<file path="config.mk">
export PLATFORM = sky130hd
export DESIGN_NAME = jtag_seq_arbiter
export DESIGN_NICKNAME = d
export VERILOG_FILES = /design/src/rtl/jtag_seq_arbiter.sv
export SDC_FILE = /design/constraint.sdc
export NUM_CORES = 1
export LEC_CHECK = 0
export CAP_MARGIN = 5
export CORE_ASPECT_RATIO = 1.75
export CORE_MARGIN = 3
export CORE_UTILIZATION = 30
export DETAILED_ROUTE_END_ITERATION = 8
export SYNTH_ARGS = -nofsm -noshare
export SYNTH_HDL_FRONTEND = slang
export SYNTH_SLANG_ARGS = --single-unit
</file>
<file path="constraint.sdc">
create_clock -name clk -period 3.75 [get_ports clk]
set_input_delay 0.75 -clock clk [delete_from_list [all_inputs] [get_ports clk]]
set_output_delay 0.75 -clock clk [all_outputs]
set_load 0.05 [all_outputs]
</file>
<file path="src/rtl/jtag_seq_arbiter.sv">
`timescale 1ns/1ps
`default_nettype none
// ============================================================================
// Module   : jtag_seq_arbiter
// Purpose  : Two-requester, sequence-granular arbiter in front of the JTAG
//            sequencer command FIFO, with TDO/flush return routing.
// Revision : 1.0 - initial release
// ============================================================================
module jtag_seq_arbiter #(
   parameter int TIMEOUT = 100000,
   parameter int TO_W    = 17
) (
   input  logic       clk,
   input  logic       rst,
   input  logic       req0_empty,
   input  logic [7:0] req0_tms,
   input  logic [7:0] req0_tdi,
   input  logic [2:0] req0_bits,
   input  logic [4:0] req0_command,
   input  logic [7:0] req0_read,
   output logic       req0_re,
   input  logic       req1_empty,
   input  logic [7:0] req1_tms,
   input  logic [7:0] req1_tdi,
   input  logic [2:0] req1_bits,
   input  logic [4:0] req1_command,
   input  logic [7:0] req1_read,
   output logic       req1_re,
   output logic       out_seq_empty,
   output logic [7:0] out_seq_tms,
   output logic [7:0] out_seq_tdi,
   output logic [2:0] out_seq_bits,
   output logic [4:0] out_seq_command,
   output logic [7:0] out_seq_read,
   input  logic       out_seq_re,
   input  logic       in_seq_we,
   input  logic [7:0] in_seq_tdo,
   input  logic       in_seq_flushed,
   output logic       in_seq_full,
   input  logic       rsp0_full,
   input  logic       rsp1_full,
   output logic       rsp0_we,
   output logic [7:0] rsp0_tdo,
   output logic       rsp0_flushed,
   output logic       rsp1_we,
   output logic [7:0] rsp1_tdo,
   output logic       rsp1_flushed,
   output logic [1:0] arb_timeout
);

   localparam logic [4:0]      c_CMD_STORE = 5'h05;
   localparam logic [4:0]      c_CMD_FLUSH = 5'h07;
   localparam logic [TO_W-1:0] c_TO_LAST   = TO_W'((TIMEOUT > 0) ? (TIMEOUT - 1) : 0);

   typedef enum logic [1:0] {
      ST_IDLE  = 2'd0,
      ST_OWN   = 2'd1,
      ST_DRAIN = 2'd2
   } state_t;

   state_t          r_state;
   state_t          w_state_nxt;
   logic            r_owner;
   logic            r_last;
   logic [12:0]     r_store_rem;
   logic [1:0]      r_drain_cnt;
   logic [TO_W-1:0] r_to_cnt;

   logic       w_own_empty;
   logic [7:0] w_head_tms;
   logic [7:0] w_head_tdi;
   logic [2:0] w_head_bits;
   logic [4:0] w_head_cmd;
   logic [7:0] w_head_read;
   logic       w_mux_en;
   logic       w_pop;
   logic       w_in_payload;
   logic       w_idle_own;
   logic       w_to_fire;
   logic       w_flush_pop;
   logic       w_drain_done;
   logic       w_grant;

   assign w_own_empty = r_owner ? req1_empty   : req0_empty;
   assign w_head_tms  = r_owner ? req1_tms     : req0_tms;
   assign w_head_tdi  = r_owner ? req1_tdi     : req0_tdi;
   assign w_head_bits = r_owner ? req1_bits    : req0_bits;
   assign w_head_cmd  = r_owner ? req1_command : req0_command;
   assign w_head_read = r_owner ? req1_read    : req0_read;

   assign w_mux_en      = (r_state != ST_IDLE);
   assign out_seq_empty = ~((r_state == ST_OWN) & ~w_own_empty);
   assign out_seq_tms     = w_mux_en ? w_head_tms  : 8'h00;
   assign out_seq_tdi     = w_mux_en ? w_head_tdi  : 8'h00;
   assign out_seq_bits    = w_mux_en ? w_head_bits : 3'h0;
   assign out_seq_command = w_mux_en ? w_head_cmd  : 5'h00;
   assign out_seq_read    = w_mux_en ? w_head_read : 8'h00;

   assign req0_re = out_seq_re & (r_state == ST_OWN) & ~r_owner;
   assign req1_re = out_seq_re & (r_state == ST_OWN) &  r_owner;

   assign w_pop        = out_seq_re & ~out_seq_empty;
   assign w_in_payload = (r_store_rem != 13'd0);
   // Payload words are opaque: a FLUSH code inside STORE data must not end ownership.
   assign w_flush_pop  = (r_state == ST_OWN) & w_pop & ~w_in_payload & (w_head_cmd == c_CMD_FLUSH);
   assign w_idle_own   = (r_state == ST_OWN) & w_own_empty & ~w_in_payload;
   assign w_to_fire    = (TIMEOUT != 0) & w_idle_own & (r_to_cnt == c_TO_LAST);
   assign w_drain_done = (r_state == ST_DRAIN) & r_drain_cnt[1] & in_seq_flushed;
   assign w_grant      = (~req0_empty & ~req1_empty) ? ~r_last : req0_empty;

   assign rsp0_we      = in_seq_we & w_mux_en & ~r_owner;
   assign rsp1_we      = in_seq_we & w_mux_en &  r_owner;
   assign rsp0_tdo     = in_seq_tdo;
   assign rsp1_tdo     = in_seq_tdo;
   assign in_seq_full  = w_mux_en & (r_owner ? rsp1_full : rsp0_full);
   assign rsp0_flushed = w_drain_done & ~r_owner;
   assign rsp1_flushed = w_drain_done &  r_owner;
   assign arb_timeout  = {w_to_fire & r_owner, w_to_fire & ~r_owner};

   always_ff @(posedge clk or negedge rst) begin
      if (!rst) begin
         r_state <= ST_IDLE;
      end else begin
         r_state <= w_state_nxt;
      end
   end

   always_comb begin
      w_state_nxt = r_state;
      unique case (r_state)
         ST_IDLE: begin
            if (~req0_empty | ~req1_empty) begin
               w_state_nxt = ST_OWN;
            end
         end
         ST_OWN: begin
            if (w_flush_pop) begin
               w_state_nxt = ST_DRAIN;
            end else if (w_to_fire) begin
               w_state_nxt = ST_IDLE;
            end
         end
         ST_DRAIN: begin
            if (w_drain_done) begin
               w_state_nxt = ST_IDLE;
            end
         end
         default: w_state_nxt = ST_IDLE;
      endcase
   end

   always_ff @(posedge clk or negedge rst) begin
      if (!rst) begin
         r_owner     <= 1'b0;
         r_last      <= 1'b1;
         r_store_rem <= 13'd0;
         r_drain_cnt <= 2'd0;
         r_to_cnt    <= '0;
      end else begin
         unique case (r_state)
            ST_IDLE: begin
               if (~req0_empty | ~req1_empty) begin
                  r_owner     <= w_grant;
                  r_to_cnt    <= '0;
                  r_store_rem <= 13'd0;
               end
            end
            ST_OWN: begin
               if (w_pop) begin
                  r_to_cnt <= '0;
                  if (w_in_payload) begin
                     r_store_rem <= r_store_rem - 13'd1;
                  end else if (w_head_cmd == c_CMD_STORE) begin
                     r_store_rem <= {w_head_tdi, w_head_tms[7:3]} + {12'd0, |w_head_tms[2:0]};
                  end
                  if (w_flush_pop) begin
                     r_drain_cnt <= 2'd0;
                  end
               end else if (w_to_fire) begin
                  r_last   <= r_owner;
                  r_to_cnt <= '0;
               end else if (w_idle_own) begin
                  r_to_cnt <= r_to_cnt + 1'b1;
               end
            end
            ST_DRAIN: begin
               // The count saturates at 2 so the minimum drain time is guaranteed.
               if (w_drain_done) begin
                  r_last <= r_owner;
               end else if (!r_drain_cnt[1]) begin
                  r_drain_cnt <= r_drain_cnt + 2'd1;
               end
            end
            default: ;
         endcase
      end
   end

endmodule
`default_nettype wire

</file>
==> out/metrics.csv <==
stage;metric;value;unit
outcome;status;complete, no violations;
setup_path;Critical Path Max Stage Delay;0.59;ns
pwr;Tot Pwr;3.412;mW
timing;Final period util;93.73;%
placement;Final HPWL DP;7832;um
timing;Final setup viols;0;
finish;Area Overhead vs Synth;43.93;%
cts;TritonCTS Sinks;36;
die;DIE WIDTH;83.74;um
timing;RSZ-0062 raised after global routing;false;
die;row cnt;49;
die;Core Region;10300;um^2
timing;Max Freq;0.2845;GHz
pwr;Reg power frac;17.3;%
setup_path;worst path required time;3.00;ns
finish;fin cells;631;
pwr;Psw;1.767;mW
route;DRC viols;0;
global_routing;vias in the first global route;3323;
global_routing;Total Routing Usage GR;16.67;%
synth;count of cell types in the netlist;55;
pwr;share of total power in combinational logic;68.7;%
setup_path;crit-path leading delay family;simple AND/OR/NAND/NOR gates;
timing;TNS Setup;0;ns
timing;Slew HR;26.36;%
route;wire per inst;15.90;um
synth;Ys Warns;0;
pwr;Int Power;1.644;mW
route;DR vias;3402;
cts;Max Root-Sink Buffers;2;
synth;post-synthesis async set-or-reset flop share;100.0;%
setup_path;crit path cell chain;inv_1 -> ha_1 -> or4b_1 -> or4_1 -> nor3_2 -> and3_1 -> buf_12;
finish;register area;903.4;um^2
cts;CTS tree;built;
setup_path;Buf/Inv on CP;2;
synth;post-synthesis sequential area ratio;28.43;%
synth;Syn Std Cell Area;3173;um^2
cts;Post-CTS Setup Inserts;0;
route;initial detailed-routing violation count;188;
timing;Worst-Margin Slew;1.100;ns
setup_path;Critical Path Sink Type;output port;
finish;# nets final;591;
route;Routed Wire Length;10030;um
timing;final hold vios;0;
synth;average size of a mapped cell;7.815;um^2
finish;n_diodes;0;
placement;dpl cells;623;
route;DRT Pass-1 Iters;5;
pwr;Pleak;1.897;nW
flow_run;max_cap viols;0;
finish;layout cell share with drive strength beyond 1;6.746;%
route;Routed Antenna Nets;0;
cts;root buffer cell;clkbuf_16;
cts;htree depth;2;
placement;dpl cell area;4394;um^2
timing;max-slew violation count;0;
die;DIE AREA;11900;um^2
setup_path;WS Path Type;reg2out;
global_routing;initial antenna violation count;0;
pwr;Power Dens Cells;747.0;nW/um^2
cts;cts bufs inserted;5;
pwr;clock power share;14.0;%
pwr;net switching fraction of the power;51.80;%
cts;Clock Latency Late Sink;0.28;ns
min_path;Hold Crit Class;reg2reg;
die;I/O pin cnt;139;
finish;fill cell count;1025;
min_path;worst hold start;r_to_cnt[4]$_DFFE_PN0P_;
setup_path;worst setup path startpoint;r_store_rem[0]$_DFFE_PN0P_;
pwr;maximum vdd drop;340.6;uV
synth;Synth Register Bits;36;
synth;Post-synth EDFFs;0;
setup_path;Worst Path Max Fanout;8;
finish;Finished Cell Area;4567;um^2
synth;Mapped Nets;494;
finish;end-of-flow core utilization;44.34;%
setup_path;worst reg2reg startpoint;r_store_rem[0]$_DFFE_PN0P_;
cts;clock slew at reported path FFs;0.06;ns
die;die height;142.1;um
timing;Final Skew;0.004792;ns
synth;top_reg_cell synth;dfrtp_1;
timing;fin crit period;3.515;ns
synth;synthesized instance count;406;
placement;routability cong.;0.8982;
global_routing;largest net degree at the start of global routing;39;
die;Starting Density;30.81;%
setup_path;Critical Path Source Type;flip-flop;
setup_path;crit path DAT;2.76;ns
setup_path;slowest library cell on the worst path;or4b_1;
finish;area occupied by multi-input gates;2048;um^2
route;via/cell ratio;5.391;
placement;PortBufs;114;
global_routing;grt ovf;0;
global_routing;first-pass GRT wire length;16250;um
==> layout make-up <==
class                           count  area share [%]
Timing Repair Buffer              125           27.40
Multi-Input combinational cell    325           44.85
Tap cell                          127           3.479
Clock inverter                      3          0.9315
Inverter                           10          0.8219
Sequential cell                    36           19.78
Clock buffer                        5           2.740
==> through the flow <==
step	hold WS, ns	setup WS (ns)
5_1_grt	0.5316	0.08676
6_report	0.5052	0.2352
3_3_place_gp	0.4855	0.4488
3_5_place_dp	0.4951	0.3827
2_1_floorplan	0.4544	0.03685
4_1_cts	0.5082	0.07254
==> synthesized netlist by cell type (2+ instances only) <==
master / count / area share (%)
nor2_1: 55 / 6.5
o21ai_0: 43 / 6.8
dfrtp_1: 35 / 28
mux2i_1: 31 / 9.8
nand2_1: 29 / 3.4
a21oi_1: 19 / 3.0
nand3_1: 19 / 3.0
buf_4: 16 / 3.8
clkbuf_1: 14 / 1.7
inv_1: 10 / 1.2
a31oi_1: 8 / 1.6
nand4_1: 8 / 1.6
and3_1: 7 / 1.4
ha_1: 7 / 2.8
o31ai_1: 7 / 1.7
xnor2_1: 7 / 1.9
nor4_1: 6 / 1.2
nand3b_1: 5 / 1.2
nor2b_1: 5 / 0.99
nor3_1: 5 / 0.79
xor2_1: 5 / 1.4
a22oi_1: 4 / 0.95
mux2_2: 4 / 1.4
a21o_1: 3 / 0.71
and4_1: 3 / 0.83
buf_2: 3 / 0.47
nand2b_1: 3 / 0.59
nor3b_1: 3 / 0.71
or3_1: 3 / 0.59
or4_1: 3 / 0.71
a211oi_1: 2 / 0.47
a22o_1: 2 / 0.55
a32oi_1: 2 / 0.55
and2_1: 2 / 0.39
buf_1: 2 / 0.24
nor4b_1: 2 / 0.55
nor4bb_1: 2 / 0.63
o211ai_1: 2 / 0.47
o21bai_1: 2 / 0.47
o41ai_1: 2 / 0.55
or2_2: 2 / 0.39
==> final timing paths <==
kind                                                     to  cells past startpoint  slack [ns]
worst min register to register      r_to_cnt[4]$_DFFE_PN0P_                      1        0.51
max in group asynchronous               r_owner$_DFFE_PN0P_                      1        2.59
worst max-delay path                         arb_timeout[0]                      7        0.24
worst min-delay path                r_to_cnt[4]$_DFFE_PN0P_                      1        0.51
min in group asynchronous       r_store_rem[11]$_DFFE_PN0P_                      1        0.57
worst max register to register      r_to_cnt[9]$_DFFE_PN0P_                      8        0.37
==> kinds of logic after synthesis <==
| family | Yosys count | synth area share, % |
|---|---|---|
| AND/OR/NAND/NOR | 168 | 27.33 |
| AO/OA/AOI/OAI | 103 | 19.64 |
| buffers and inverters | 45 | 7.335 |
| flip-flops | 36 | 28.43 |
| multiplexers | 35 | 11.20 |
| XOR/XNOR | 12 | 3.312 |
| adder cells (fa/ha/maj) | 7 | 2.760 |
==> power groups by stage <==
stage	sequential (mW)	clock [mW]	combinational, mW
2_1_floorplan	0.521	0	1.71
3_3_place_gp	0.591	0	2.33
3_5_place_dp	0.597	0	2.34
4_1_cts	0.590	0.496	2.35
5_1_grt	0.605	0.512	2.52
6_report	0.591	0.479	2.34
==> layout by cell type (no fill, tap or decap), types with 4 or more instances in the layout <==
master           Yosys  layout
xor2_1               5       5
mux2_2               4       4
o31ai_1              7       7
xnor2_1              7       7
o21ai_0             43      43
inv_1               10      10
nor2b_1              5       5
nor2_1              55      55
nor4_1               6       6
buf_4               16      10
nor3_1               5       4
nand3b_1             5       5
and3_1               7       7
nand4_1              8       8
clkdlybuf4s50_1      0     111
a21oi_1             19      19
dfrtp_1             35      34
a31oi_1              8       8
ha_1                 7       7
a22oi_1              4       4
clkbuf_16            0       5
mux2i_1             31      31
nand3_1             19      19
nand2_1             29      29
==> flip-flops by register name (all words and copies together), names as in the netlist <==
signal and cells:
r_owner 1, r_to_cnt 17, r_store_rem 13, r_drain_cnt 2
r_state 2, r_last 1
==> timing repair <==
action | in CTS | in global routing
hold buffers | 0 | 0
resized for setup | 0 | 1
setup endpoints to repair | 0 | 2
==> metal layers <==
layer	wire length [um]	vias to the layer above	track usage [%]
li1	-	1669	-
met2	5231	138	30.59
met4	242	0	7.119
met3	645	20	3.244
met5	0	-	0
met1	3912	1575	18.58
No activity file was read; power rests on OpenSTA's default activity.
